<file path="config.mk">
export PLATFORM = sky130hd
export DESIGN_NAME = commit_trace_fifo
export DESIGN_NICKNAME = d
export VERILOG_FILES = /design/src/rtl/commit_trace_fifo.sv
export SDC_FILE = /design/constraint.sdc
export NUM_CORES = 1
export LEC_CHECK = 0
export CAP_MARGIN = 30
export CORE_MARGIN = 4
export CORE_UTILIZATION = 53
export DETAILED_ROUTE_END_ITERATION = 12
export HOLD_SLACK_MARGIN = 0.15
export PLACE_DENSITY = 0.85
export SETUP_SLACK_MARGIN = 0.2
export SYNTH_ARGS = -nofsm -noshare
export SYNTH_HDL_FRONTEND = slang
export SYNTH_SLANG_ARGS = --single-unit
</file>
<file path="constraint.sdc">
create_clock -name clk -period 11.6 [get_ports clk]
set_clock_uncertainty 0.1 [all_clocks]
set_input_delay 2.32 -clock clk [delete_from_list [all_inputs] [get_ports clk]]
set_output_delay 2.32 -clock clk [all_outputs]
set_load 0.02 [all_outputs]
</file>
<file path="src/rtl/commit_trace_fifo.sv">
// commit_trace_fifo: buffers retired instructions from wb_unit as ordered commit
// records for a downstream trace consumer (trace port, co-sim checker, ISA monitor).
//
// Optional feature macro: CTRACE_PCCHK_EN. When defined, each record carries a
// PC-discontinuity bit; when undefined, tr_disc_o is tied to 0 and no PC history
// or disc storage exists.
//
// Ports:
//   clk, rst_n           clock, asynchronous active-low reset
//   wb_*_i               retiring instruction (wb_valid_i = push request)
//   tr_valid_o/ready_i   head record handshake (pop when both high)
//   tr_*_o               head record fields (first-word fall-through)
//   level_o              occupancy, ovf_o sticky overflow, drop_cnt_o saturating drops
module commit_trace_fifo #(
  parameter int unsigned XLEN    = 32,
  parameter int unsigned DEPTH   = 8,
  parameter int unsigned ORDER_W = 16
) (
  input  logic                       clk,
  input  logic                       rst_n,
  input  logic                       wb_valid_i,
  input  logic [XLEN-1:0]            wb_pc_i,
  input  logic [31:0]                wb_insn_i,
  input  logic [4:0]                 wb_rd_i,
  input  logic                       wb_we_i,
  input  logic [XLEN-1:0]            wb_wdata_i,
  output logic                       tr_valid_o,
  input  logic                       tr_ready_i,
  output logic [ORDER_W-1:0]         tr_order_o,
  output logic [XLEN-1:0]            tr_pc_o,
  output logic [31:0]                tr_insn_o,
  output logic [4:0]                 tr_rd_o,
  output logic                       tr_we_o,
  output logic [XLEN-1:0]            tr_wdata_o,
  output logic                       tr_disc_o,
  output logic [$clog2(DEPTH):0]     level_o,
  output logic                       ovf_o,
  output logic [15:0]                drop_cnt_o
);

  localparam int unsigned AW = $clog2(DEPTH);
  localparam int unsigned PW = AW + 1;

  logic [PW-1:0]      wptr_q, wptr_d, rptr_q, rptr_d;
  logic [ORDER_W-1:0] order_q, order_d;
  logic               ovf_q, ovf_d;
  logic [15:0]        drop_q, drop_d;

  logic [ORDER_W-1:0] order_mem [DEPTH];
  logic [XLEN-1:0]    pc_mem    [DEPTH];
  logic [31:0]        insn_mem  [DEPTH];
  logic [4:0]         rd_mem    [DEPTH];
  logic               we_mem    [DEPTH];
  logic [XLEN-1:0]    wdata_mem [DEPTH];

  logic empty, full, pop, push, drop, keep_wb;

  assign empty   = (wptr_q == rptr_q);
  assign full    = (wptr_q[AW] != rptr_q[AW]) && (wptr_q[AW-1:0] == rptr_q[AW-1:0]);
  assign pop     = !empty && tr_ready_i;
  // A full FIFO still accepts a push when the head leaves on the same edge.
  assign push    = wb_valid_i && (!full || pop);
  assign drop    = wb_valid_i && full && !pop;
  assign keep_wb = wb_we_i && (wb_rd_i != 5'd0);

  always_comb begin
    wptr_d  = wptr_q;
    rptr_d  = rptr_q;
    order_d = order_q;
    ovf_d   = ovf_q;
    drop_d  = drop_q;
    if (push) wptr_d = wptr_q + PW'(1);
    if (pop)  rptr_d = rptr_q + PW'(1);
    // Dropped requests still consume an order number so the consumer sees a gap.
    if (wb_valid_i) order_d = order_q + ORDER_W'(1);
    if (drop) begin
      ovf_d = 1'b1;
      if (drop_q != 16'hFFFF) drop_d = drop_q + 16'd1;
    end
  end

  always_ff @(posedge clk or negedge rst_n) begin
    if (!rst_n) begin
      wptr_q  <= '0;
      rptr_q  <= '0;
      order_q <= '0;
      ovf_q   <= 1'b0;
      drop_q  <= '0;
    end else begin
      wptr_q  <= wptr_d;
      rptr_q  <= rptr_d;
      order_q <= order_d;
      ovf_q   <= ovf_d;
      drop_q  <= drop_d;
    end
  end

  // Storage is deliberately not reset.
  always_ff @(posedge clk) begin
    if (push) begin
      order_mem[wptr_q[AW-1:0]] <= order_q;
      pc_mem[wptr_q[AW-1:0]]    <= wb_pc_i;
      insn_mem[wptr_q[AW-1:0]]  <= wb_insn_i;
      rd_mem[wptr_q[AW-1:0]]    <= keep_wb ? wb_rd_i : 5'd0;
      we_mem[wptr_q[AW-1:0]]    <= keep_wb;
      wdata_mem[wptr_q[AW-1:0]] <= keep_wb ? wb_wdata_i : '0;
    end
  end

`ifdef CTRACE_PCCHK_EN
  logic [XLEN-1:0] prev_pc_q;
  logic            prev_vld_q;
  logic            disc_mem [DEPTH];
  logic            disc_in;

  assign disc_in = prev_vld_q && (wb_pc_i != prev_pc_q + XLEN'(4));

  // History follows every request, dropped or not, so disc reflects program flow.
  always_ff @(posedge clk or negedge rst_n) begin
    if (!rst_n) begin
      prev_pc_q  <= '0;
      prev_vld_q <= 1'b0;
    end else if (wb_valid_i) begin
      prev_pc_q  <= wb_pc_i;
      prev_vld_q <= 1'b1;
    end
  end

  always_ff @(posedge clk) begin
    if (push) disc_mem[wptr_q[AW-1:0]] <= disc_in;
  end

  assign tr_disc_o = disc_mem[rptr_q[AW-1:0]];
`else
  assign tr_disc_o = 1'b0;
`endif

  assign tr_valid_o = !empty;
  assign tr_order_o = order_mem[rptr_q[AW-1:0]];
  assign tr_pc_o    = pc_mem[rptr_q[AW-1:0]];
  assign tr_insn_o  = insn_mem[rptr_q[AW-1:0]];
  assign tr_rd_o    = rd_mem[rptr_q[AW-1:0]];
  assign tr_we_o    = we_mem[rptr_q[AW-1:0]];
  assign tr_wdata_o = wdata_mem[rptr_q[AW-1:0]];
  assign level_o    = wptr_q - rptr_q;
  assign ovf_o      = ovf_q;
  assign drop_cnt_o = drop_q;

endmodule

</file>
Word-level counts from Yosys, hierarchy flattened:

Memory sizes are Yosys's and may differ from the RTL's.
Cells that the tools add are included.

* bits in registers: 41
* memory bits (writable): 944
* input bits: 106
* logic and storage cells: 36
* memories: 6

* add/subtract/negate cells: 5
* equal/unequal tests: 4
* mux-type cells: 4
* reductions and logical operators: 12

Memories
* insn_mem: words 8, bits a word 32, read ports 1, clocked after Yosys merged registers in 0, write ports 1, line 51 `logic [31:0] insn_mem [DEPTH];`
* pc_mem: words 8, bits a word 32, read ports 1, clocked after Yosys merged registers in 0, write ports 1, line 50 `logic [XLEN-1:0] pc_mem [DEPTH];`
* wdata_mem: words 8, bits a word 32, read ports 1, clocked after Yosys merged registers in 0, write ports 1, line 54 `logic [XLEN-1:0] wdata_mem [DEPTH];`
* order_mem: words 8, bits a word 16, read ports 1, clocked after Yosys merged registers in 0, write ports 1, line 49 `logic [ORDER_W-1:0] order_mem [DEPTH];`
* rd_mem: words 8, bits a word 5, read ports 1, clocked after Yosys merged registers in 0, write ports 1, line 52 `logic [4:0] rd_mem [DEPTH];`
* we_mem: words 8, bits a word 1, read ports 1, clocked after Yosys merged registers in 0, write ports 1, line 53 `logic we_mem [DEPTH];`

Operator list (number)
* $add A16 B1 Y16 const B: 2
* $mux W32: 1
* $ne A16 B16 Y1 const B: 1
* $add A4 B1 Y4 const B: 2
* $logic_and A1 B1 Y1: 6
* $mux W5: 1
* $reduce_bool A5 Y1: 1
* $eq A4 B4 Y1: 1
* $sub A4 B4 Y4: 1
* $eq A3 B3 Y1: 1
* $logic_not A1 Y1: 3
* $mux W1: 2
* $reduce_and A2 Y1: 1
* $logic_or A1 B1 Y1: 1
* $ne A1 B1 Y1: 1

Depth between registers and ports, before layout:

Gate-level depths: netlist (run 1).

* word-level depth: 7
* depth in mapped cells: 9
* gate-level depth less buffers: 6

Least setup slack after synthesis (run 1):

OpenSTA, ideal clock, no wires.

* path kind: input to register
* start point: input port wb_valid_i
* end point: memory insn_mem[0][0] (enable)
* setup time: 739 ps
* arrival: 11200 ps
* slack: -440 ps
* cell stages on the path: 4
* buffers on the path: 1
* cell sequence: clkbuf_1 -> a21boi_1 -> nand2_1 -> nor3_1

* longest elaborated chain between the ends: 3

Ends and longest elaborated chain
* start, declared: line 21 `input logic wb_valid_i,`
* $logic_and A1 B1 Y1: line 62 `assign push = wb_valid_i && (!full || pop);`
* $mux W1: line 100 `if (push) begin`
* $mux W1 (implied by the code): line 103 `insn_mem[wptr_q[AW-1:0]] <= wb_insn_i;`
* end, declared: line 51

No other way between the ends.

Final worst setup path (run 1):

* start point: register rptr_q[1]
* end point: output port tr_order_o[9]

* longest elaborated chain between the ends: 1

Ends and longest elaborated chain
* start, declared: line 44 `logic [PW-1:0] wptr_q, wptr_d, rptr_q, rptr_d;`
* start signal, assigned: line 91 `rptr_q <= rptr_d;`
* $mem_v2 Z8 W16
* end, declared: line 29 `output logic [ORDER_W-1:0] tr_order_o,`

No other way between the ends.

==> summary.md, run 1 <==
| Metric | Value |
|---|---|
| Routed len/inst | ~27 µm |
| CTS max path bufs | 3 |
| Syn_nets | a little under 2000 |
| Clk root buf | clkbuf_16 |
| Period utilization | around 57% |
| FF+latch count, synth | slightly below 1000 |
| PortBufs | 245 |
| Slowest CP cell | dfrtp_4 |
| Final instance area | around 45000 µm² |
| Post-DRT Antenna Nets | 0 |
| Data arrival time of the worst path | around 4200 ps |
| Hold slack final | just under 400 ps |
| Detailed Route Iter0 Violations | ~2000 |
| Sw frac | 32.49% |
| Static leakage | 14.91 nW |
| DRC | 0 |
| Post-synth EDFFs | ~940 |
| Fill cells | around 4400 |
| Post-CTS Resized | 0 |
| Pwr Total | approximately 0.012 W |
| Mean Syn Cell Area | between 20 and 25 µm² |
| Die area | approximately 76000 µm² |
| Htree depth | 3 |
| Outcome | finished, final reports clean |
| Dominant synthesized flop cell | edfxtp_1 |
| CP Class | flip-flop to primary output |
| Unrepaired setup endpoints after global routing | no |
| Crit path max fanout | 63 |
| CP startpoint kind | flip-flop |
| Vias in the first global route | about 20000 |
| Commonest non-fill, non-tap cell in the layout | edfxtp_1 |
| Post-DP HPWL | roughly 46 mm |
| Worst rel slew slack | between 30% and 40% |
| Initial antenna violation count | 5 |
| Pre-antenna DRT Iters | 5 |
| Setup tns final | 0 ps |
| Critical Path Max Stage Delay | 820 ps |
| Pwr/cell area | about 270 nW/µm² |
| Die Width | 274.8 µm |
| Netlist cell types | 39 |
| Cell row count | 97 |
| Setup-failing EPs final | 0 |
| Post-Synthesis Cells | 1856 |
| Synth Warn # | 0 |
| Most frequent cells in the layout | edfxtp_1, nand2_1, clkdlybuf4s50_1, mux4_2, clkbuf_16 |
| MaxCap Viol Count | 0 |
| CTS Buf Count | 96 |
| Die Span Y | 274.8 µm |
| CTS clk-pin slew, worst paths | around 60 ps |
| Netlist Area Pre-Place | 37720 µm² |
| Gr usage total | ~23% |
| Largest net degree at the start of global routing | 115 |
| Min cycle time layout | roughly 6700 ps |
| Area Growth Syn to Fin | 18.39% |
| Seq/Total Area, Yosys | approximately 80% |
| Via count | 18950 |
| Worst Tran Pin Value | approximately 1000 ps |
| Ys async rst share | under 10% |
| Sequential share of power | between 40% and 50% |
| Hold_buf cts | 0 |
| GPL Wtd Cong | just over 0.8 |
| Switching power | roughly 0.0039 W |
| Maximum vdd ir drop | approximately 0.20 mV |
| Pint | between 0.008 and 0.009 W |
| Postcts setup bufs | 0 |
| Gr ovfl total | 0 |
| Max Fclk | roughly 150 MHz |
| Critical path, cell by cell | buf_4 > buf_4 > buf_16 > mux4_2 > nand2_1 > nand2_1 > clkdlybuf4s50_1 |
| WL final | 86.58 mm |
| TritonCTS clock tree | done |
| Hold Crit Class | flip-flop to flip-flop |
| Nets | around 2300 |
| Clk Latency, worst-skew pair | ~640 ps |
| Logic gate share of total power | approximately a third |
| First-pass GRT wire length | approximately 130 mm |
| Slew Viols, Final | 0 |
| Hold Vio Cnt, Final | 0 |
| Share of cells above drive strength 1 | roughly 19% |
| Worst EP required | 9180 ps |
| Core ar. | 70270 µm² |
| CTS Sinks | about 990 |
| Via-to-Cell Ratio | just under 6 |
| Initial core utilization | about 54% |
| IO Pins | between 200 and 250 |
| Clock power share | between 20% and 30% |
| Post-place instance area | about 41000 µm² |
| CP endpoint kind | primary output |
## worst max-delay path, delay by kind of cell, from the launching register on
kind	cells	cell delay, ps
buffers and inverters	4	2060
and+or+nand+nor	2	240
DFF	1	820
muxes	1	380
## Yosys cell counts, types with 2 or more instances
cell type	n	share of area (%)
and2_1	39	0.65
nor3_1	5	0.066
buf_1	14	0.14
inv_1	9	0.090
o21ai_0	3	0.040
o21a_1	2	0.040
and4_1	3	0.070
nand4_1	12	0.20
xor2_1	19	0.44
a211oi_1	4	0.080
and3_1	6	0.10
nand3_1	12	0.16
mux2_2	3	0.090
a2111oi_4	2	0.15
xnor2_1	17	0.39
nand2b_1	2	0.033
nor2_1	10	0.10
dfrtp_1	41	2.7
nor4_1	2	0.033
edfxtp_1	944	75
a21oi_1	3	0.040
ha_1	7	0.23
nand2_1	375	3.7
clkbuf_1	46	0.46
mux4_2	236	14
buf_2	27	0.36
## state kept, by name (all words and copies together) (netlist names)
signal	flops
insn_mem	256
we_mem	8
wptr_q	4
wdata_mem	256
ovf_o	1
order_mem	128
drop_cnt_o	16
order_q	16
pc_mem	256
rd_mem	40
rptr_q	4
## final cells by class
type,instances,area [µm²],area share [%]
diodes,4,10.01,0.02241
clock buffers,127,2591,5.802
clock inverters,54,526.8,1.179
inverters,9,41.29,0.09245
multi-input cells,774,8016,17.95
flip-flops and latches,985,29380,65.79
well taps,940,1176,2.633
repair buffers,281,2915,6.528
## logic make-up (layout without fill, tap and decap cells)
group	after synthesis	count (layout)	synth area share, %
other cells	1	5	0.009940
flops	985	985	77.86
fa+ha+maj	8	8	0.2852
mux	239	239	14.18
xor+xnor	37	37	0.8789
compound gates	19	19	0.4643
buf+inv	97	471	1.065
simple gates	470	470	5.257
## power groups by stage
stage | clock network, W | registers [W] | logic (W)
6_report | 0.00308 | 0.00479 | 0.00400
5_1_grt | 0.00328 | 0.00483 | 0.00426
4_1_cts | 0.00311 | 0.00482 | 0.00404
3_5_place_dp | 0 | 0.00487 | 0.00397
3_3_place_gp | 0 | 0.00481 | 0.00388
2_1_floorplan | 0 | 0.00475 | 0.00247
## per-layer routing
layer  GRT usage (%)  vias to the layer above  wire, µm
li1                -                     7950         -
met1           29.21                     9912     30410
met2           41.77                      915     47880
met3           3.680                      169      5619
met4           6.899                        0      2662
met5               0                        -         0
## per-stage QoR
stage / cells / utilization (%) / worst slack, ps
after floorplan: 1856 / - / 2727
after global placement: 2979 / 58.73 / 5344
after detailed placement: 2985 / 58.97 / 5314
after CTS: 3166 / 63.41 / 4547
after global routing: 3172 / 63.55 / 4700
final: 3174 / 63.56 / 4946
## path summary, 6_finish.rpt
| check | to | slack, ps | depth (start not counted) | start |
|---|---|---|---|---|
| max in group asynchronous | rptr_q[0] | 9550 | 2 | rst_n |
| min | ovf_o | 380 | 1 | ovf_o |
| min reg2reg | ovf_o | 380 | 1 | ovf_o |
| max reg2reg | order_mem[2][3] | 6100 | 10 | rptr_q[0] |
| min in group asynchronous | drop_cnt_o[11] | 1390 | 1 | rst_n |
| max | tr_order_o[9] | 4950 | 7 | rptr_q[1] |
No activity file was read; power rests on OpenSTA's default activity.
==> run 2: changes to the inputs <==
--- a/config.mk
+++ b/config.mk
@@ -7,10 +7,10 @@
 export LEC_CHECK = 0
 export CAP_MARGIN = 30
 export CORE_MARGIN = 4
-export CORE_UTILIZATION = 53
+export CORE_UTILIZATION = 59
 export DETAILED_ROUTE_END_ITERATION = 12
 export HOLD_SLACK_MARGIN = 0.15
-export PLACE_DENSITY = 0.85
+export PLACE_DENSITY = 0.89
 export SETUP_SLACK_MARGIN = 0.2
 export SYNTH_ARGS = -nofsm -noshare
 export SYNTH_HDL_FRONTEND = slang
==> constraint.sdc (replaced) <==
create_clock -name clk -period 6.3 [get_ports clk]
set_clock_uncertainty 0.1 [all_clocks]
set_input_delay 1.26 -clock clk [delete_from_list [all_inputs] [get_ports clk]]
set_output_delay 1.26 -clock clk [all_outputs]
set_load 0.02 [all_outputs]
==> run 2 against run 1 <==
  * Combinational power rose by 89%
  * Setup slack got worse by 3500 ps
  * Sequential cell count stayed put
  * Register-to-register slack worse by 4400 ps
  * Via count is 5.5% higher
  * Die area decreased by 9.9%
  * Utilization grew 6.8 points
  * First-iteration DRC count rose by 19%
  * Sequential power grew 84%
  * Routed wire length is 9.0% higher
  * Total power rose by 86%
  * Critical path depth decreased by 2
==> summary.md, run 2 (same netlist as run 1, synthesis figures left out) <==
| Metric | Value |
|---|---|
| Initial antenna violation count | 6 |
| CTS Sinks | between 900 and 1000 |
| Critical path buffer and inverter count | 2 |
| Min cycle time layout | 4889 ps |
| Hold_buf cts | 0 |
| Final worst setup slack | between 1000 and 1500 ps |
| Initial core utilization | 59.70% |
| Nets | between 2000 and 2500 |
| Critical path, cell by cell | buf_4 > mux4_2 > nand2_1 > nand2_1 > clkdlybuf4s50_1 |
| Clk Latency, worst-skew pair | around 650 ps |
| Top Layer Used | met5 |
| CTS Buf Count | 93 |
| Worst Tran Pin Value | ~1000 ps |
| WL final | 94.40 mm |
| Clk root buf | clkbuf_16 |
| Crit path max fanout | 60 |
| Worst EP required | about 5000 ps |
| R2R depth | 7 |
| Die Width | 260.9 µm |
| Vias in the first global route | between 20000 and 25000 |
| Worst r2r src | rptr_q[2] |
| Unrepaired setup endpoints after global routing | no |
| Data arrival time of the worst path | ~3500 ps |
| CP delay by family, top | buffers and inverters |
| Post-DRT Antenna Nets | 0 |
| FF-to-FF setup slack | between 1500 and 2000 ps |
| PortBufs | 245 |
| FF-to-FF End | wdata_mem[2][11] |
| Post-DP HPWL | between 40 and 50 mm |
| CP dominant cell by count | nand2_1 |
| CP startpoint kind | flip-flop |
| Largest net degree at the start of global routing | around 100 |
| Pre-antenna DRT Iters | 5 |
| Gr usage total | roughly 28% |
| CTS max path bufs | 3 |
| Core ar. | between 60000 and 70000 µm² |
| Commonest non-fill, non-tap cell in the layout | edfxtp_1 |
| TritonCTS clock tree | done |
| Gr ovfl total | 0 |
| Postcts setup bufs | 0 |
| Dpl ws | approximately 1600 ps |
| M1 WL | between 30 and 40 mm |
| Static leakage | roughly 15 nW |
| CP endpoint kind | primary output |
| Max Fclk | between 200 and 250 MHz |
| Period utilization | between 70% and 80% |
| Setup-failing EPs final | 0 |
| Via count | around 20000 |
| Share of cells above drive strength 1 | between 10% and 20% |
| CTS clk-pin slew, worst paths | about 60 ps |
| Slew Viols, Final | 0 |
| Area Growth Syn to Fin | 17.80% |
| DRC | 0 |
| Slowest CP cell | buf_4 |
| Worst rel slew slack | 32.00% |
| MaxCap Viol Count | 0 |
| Via-to-Cell Ratio | approximately 6.5 |
| GPL Wtd Cong | 0.7449 |
| Outcome | finished, final reports clean |
| Htree depth | 3 |
| Post-CTS Resized | 0 |
| IO Pins | ~250 |
| First-pass GRT wire length | 139.4 mm |
| Met2 WL | slightly below 50 mm |
| Routed len/inst | between 30 and 40 µm |
| Hold Vio Cnt, Final | 0 |
| Die Span Y | around 260 µm |
| Pwr/cell area | between 400 and 500 nW/µm² |
| CP Class | flip-flop to primary output |
| Maximum vdd ir drop | approximately 0.34 mV |
| Die area | between 60000 and 70000 µm² |
| Hold Crit Class | input port to async pin |
| Most frequent cells in the layout | edfxtp_1, nand2_1, clkdlybuf4s50_1, mux4_2, clkbuf_16 |
| Cell row count | just over 90 |
| Detailed Route Iter0 Violations | 2452 |
| WL met3 | 8.309 mm |
| Setup tns final | 0 ps |
| Critical Path Max Stage Delay | between 700 and 800 ps |
| Final core utilization | 70.32% |
==> run 2: changes by cell type in the layout (fill, tap and decap cells not counted), moves of 4 or more <==
cell	delta
buf_16	-8
buf_4	-12
clkinv_1	-4
buf_12	+14
clkbuf_1	-7
clkinv_2	+12
clkinvlp_4	-7
==> run 2: worst max-delay path by stage <==
stage,endpoint,depth (start not counted),from,slack (ps)
floorplan,insn_mem[4][0],9,rptr_q[1],-1730
global placement,wdata_mem[2][3],6,tr_ready_i,1720
detailed placement,wdata_mem[2][6],5,wb_valid_i,1560
CTS,tr_order_o[1],5,rptr_q[1],1430
global route,tr_order_o[1],5,rptr_q[1],1310
finish,tr_order_o[1],5,rptr_q[1],1410
==> run 2: layout make-up <==
class,count,area (µm²)
Antenna cell,5,12.51
Clock buffer,114,2449
Clock inverter,59,593.1
Fill cell,3307,18750
Inverter,9,41.29
Multi-Input combinational cell,774,8018
Sequential cell,985,29380
Tap cell,846,1059
Timing Repair Buffer,275,2885
==> run 2: worst reg2reg max path: stages, from the launching register on <==
cell	delay, ps
dfrtp_4	650
inv_4	570
ha_1	410
and4b_1	290
a21boi_1	510
nand2_1	390
nor2_4	880
buf_4	470
==> run 2: through the flow <==
stage	instances	total power (W)	area (µm²)	hold WS [ps]
3_5_place_dp	2888	0.01625	41370	361.9
3_3_place_gp	2888	0.01598	41370	353.3
2_1_floorplan	1856	0.01330	37730	396.9
4_1_cts	3061	0.02215	44410	377.0
5_1_grt	3066	0.02286	44440	317.4
6_report	3067	0.02208	44440	330.1
==> run 2: where the power goes <==
part	leakage, nW	internal (W)	switching (W)	total [W]
combinational	4.23	0.00322	0.00435	0.00757
clock	1.50	0.00323	0.00248	0.00570
sequential	9.15	0.00829	0.000512	0.00880
total	14.9	0.0147	0.00734	0.0221
==> run 2: routing by layer <==
metal | track usage [%] | vias up
li1 | - | 7938
met4 | 10.71 | 4
met5 | 0 | -
met1 | 37.86 | 10370
met3 | 4.716 | 256
met2 | 46.64 | 1422
==> run 3: changes to the inputs <==
==> constraint.sdc (replaced) <==
create_clock -name clk -period 5.1 [get_ports clk]
set_clock_uncertainty 0.1 [all_clocks]
set_input_delay 1.02 -clock clk [delete_from_list [all_inputs] [get_ports clk]]
set_output_delay 1.02 -clock clk [all_outputs]
set_load 0.02 [all_outputs]
==> run 3 against run 2 <==
  * Non-clock buffer count up 13
  * Total power up 25%
  * Cell count increased by 0.72%
  * Critical path type unchanged
  * Largest power group unchanged
==> summary.md, run 3 (same netlist as run 1, synthesis figures left out) <==
| Metric | Value |
|---|---|
| Outcome | finished, final reports clean |
| Pwr/cell area | approximately 610 nW/µm² |
| Hold Crit Class | input port to async pin |
| Static leakage | 15.04 nW |
| MaxCap Viol Count | 0 |
| FF-to-FF End | pc_mem[7][23] |
| Post-DP HPWL | approximately 47 mm |
| Initial antenna violation count | 6 |
| Post-DRT Antenna Nets | 0 |
| GPL Wtd Cong | between 0.8 and 0.9 |
| CTS Buf Count | between 90 and 100 |
| Setup tns final | 0 ps |
| Hold_buf cts | 0 |
| Gr ovfl total | 0 |
| Initial core utilization | 59.70% |
| CTS clk-pin slew, worst paths | roughly 70 ps |
| Postcts setup bufs | 0 |
| Maximum vdd ir drop | about 0.36 mV |
| Commonest non-fill, non-tap cell in the layout | edfxtp_1 |
| Slew Viols, Final | 0 |
| WL final | roughly 87 mm |
| Via count | ~19000 |
| Post-CTS Resized | 0 |
| DRC | 0 |
| Htree depth | 3 |
| CP startpoint kind | flip-flop |
| Area Growth Syn to Fin | 18.87% |
| First-pass GRT wire length | 131.8 mm |
| Die Width | about 260 µm |
| Placed cells | between 2000 and 3000 |
| Min cycle time layout | between 4000 and 5000 ps |
| CP Class | flip-flop to primary output |
| Worst Tran Pin Value | around 810 ps |
| Critical path, cell by cell | inv_4 > ha_4 > a21oi_1 > xor2_1 > clkdlybuf4s50_1 |
| Most frequent cells in the layout | edfxtp_1, nand2_1, clkdlybuf4s50_1, mux4_2, clkbuf_16 |
| Worst r2r src | rptr_q[2] |
| Max Fclk | roughly 220 MHz |
| Setup-failing EPs final | 0 |
| Die area | 68050 µm² |
| Via-to-Cell Ratio | around 6.2 |
| Hold Vio Cnt, Final | 0 |
| Share of cells above drive strength 1 | between 20 and 25% |
| TritonCTS clock tree | done |
| Largest net degree at the start of global routing | 90 |
| Gr usage total | a little over a quarter |
| Core ar. | 63200 µm² |
| Nets | around 2300 |
| R2R depth | 7 |
| IO Pins | approximately 250 |
| Vias in the first global route | 20610 |
| FF-to-FF setup slack | approximately 1100 ps |
| CTS Sinks | slightly below 1000 |
| Die Span Y | ~260 µm |
| Worst rel slew slack | a little under half |
| Clk Latency, worst-skew pair | ~630 ps |
| Worst EP required | approximately 4000 ps |
| Critical Path Max Stage Delay | 680 ps |
| PortBufs | about 250 |
| Crit path max fanout | 50 |
| Routed len/inst | between 20 and 30 µm |
| CP endpoint kind | primary output |
| Period utilization | 89.01% |
| CTS max path bufs | 3 |
| Detailed Route Iter0 Violations | about 2300 |
| Slowest CP cell | dfrtp_4 |
| Clk root buf | clkbuf_16 |
| Cell row count | 92 |
| Pre-antenna DRT Iters | 5 |
| Unrepaired setup endpoints after global routing | no |
| Fin cells | between 3000 and 4000 |
| Data arrival time of the worst path | 3420 ps |
run 3: cell count changes in the layout (fill, tap and decap cells not counted), moves of 3 or more:
cell,previous run,this run
bufinv_16,11,14
clkinv_2,23,13
diode_2,5,8
clkbuf_8,0,3
buf_4,13,25
clkinvlp_4,2,9
clkbuf_16,95,100
run 3: area by class of cell:
class,count,area [µm²]
timing repair buffer,288,2995
tap,846,1059
multi-input combinational,774,8063
fill,3489,18350
clock buffer,122,2615
sequential,985,29380
antenna,8,20.02
clock inverter,57,664.4
inverter,9,41.29
run 3: worst max path at each step:
stage / startpoint / end / slack, ps / depth (start not counted)
floorplan: tr_ready_i / insn_mem[5][0] / -250 / 5
global placement: rptr_q[2] / pc_mem[7][14] / 1220 / 7
detailed placement: rptr_q[2] / pc_mem[7][19] / 1130 / 7
CTS: rptr_q[2] / level_o[3] / 540 / 5
global route: rptr_q[2] / level_o[3] / 440 / 5
finish: rptr_q[2] / level_o[3] / 560 / 5
run 3: per-layer routing:
metal | wire length (µm) | GRT usage (%) | share of wire, % | vias to the layer above
li1 | - | - | - | 7967
met1 | 32290 | 35.58 | 37 | 10050
met2 | 45210 | 44.24 | 52 | 1075
met3 | 7590 | 5.075 | 8.7 | 174
met4 | 2351 | 8.200 | 2.7 | 6
met5 | 30 | 0 | 0.034 | -
run 3: critical path: cells and delay by family, from the launching register on:
family | cells | cell delay, ps
flip-flops | 1 | 680
adder cells (fa/ha/maj) | 1 | 320
AO/OA/AOI/OAI | 1 | 240
XOR/XNOR | 1 | 190
buffers and inverters | 2 | 1260
run 3: power breakdown:
group	internal, W	switching [W]
clock	0.00434	0.00299
sequential	0.0102	0.000641
combinational	0.00407	0.00522
run 3: metrics by stage:
step / power, W / setup slack, ps / util [%] / area [µm²] / hold WS [ps]
4_1_cts: 0.02767 / 537.6 / 70.93 / 44820 / 221.1
6_report: 0.02749 / 560.7 / 70.96 / 44840 / 227.5
2_1_floorplan: 0.01641 / -250.7 / - / 37860 / 396.1
3_5_place_dp: 0.02021 / 1126 / 65.74 / 41540 / 360.8
3_3_place_gp: 0.01990 / 1220 / 65.70 / 41520 / 356.2
5_1_grt: 0.02858 / 436.5 / 70.93 / 44830 / 251.3
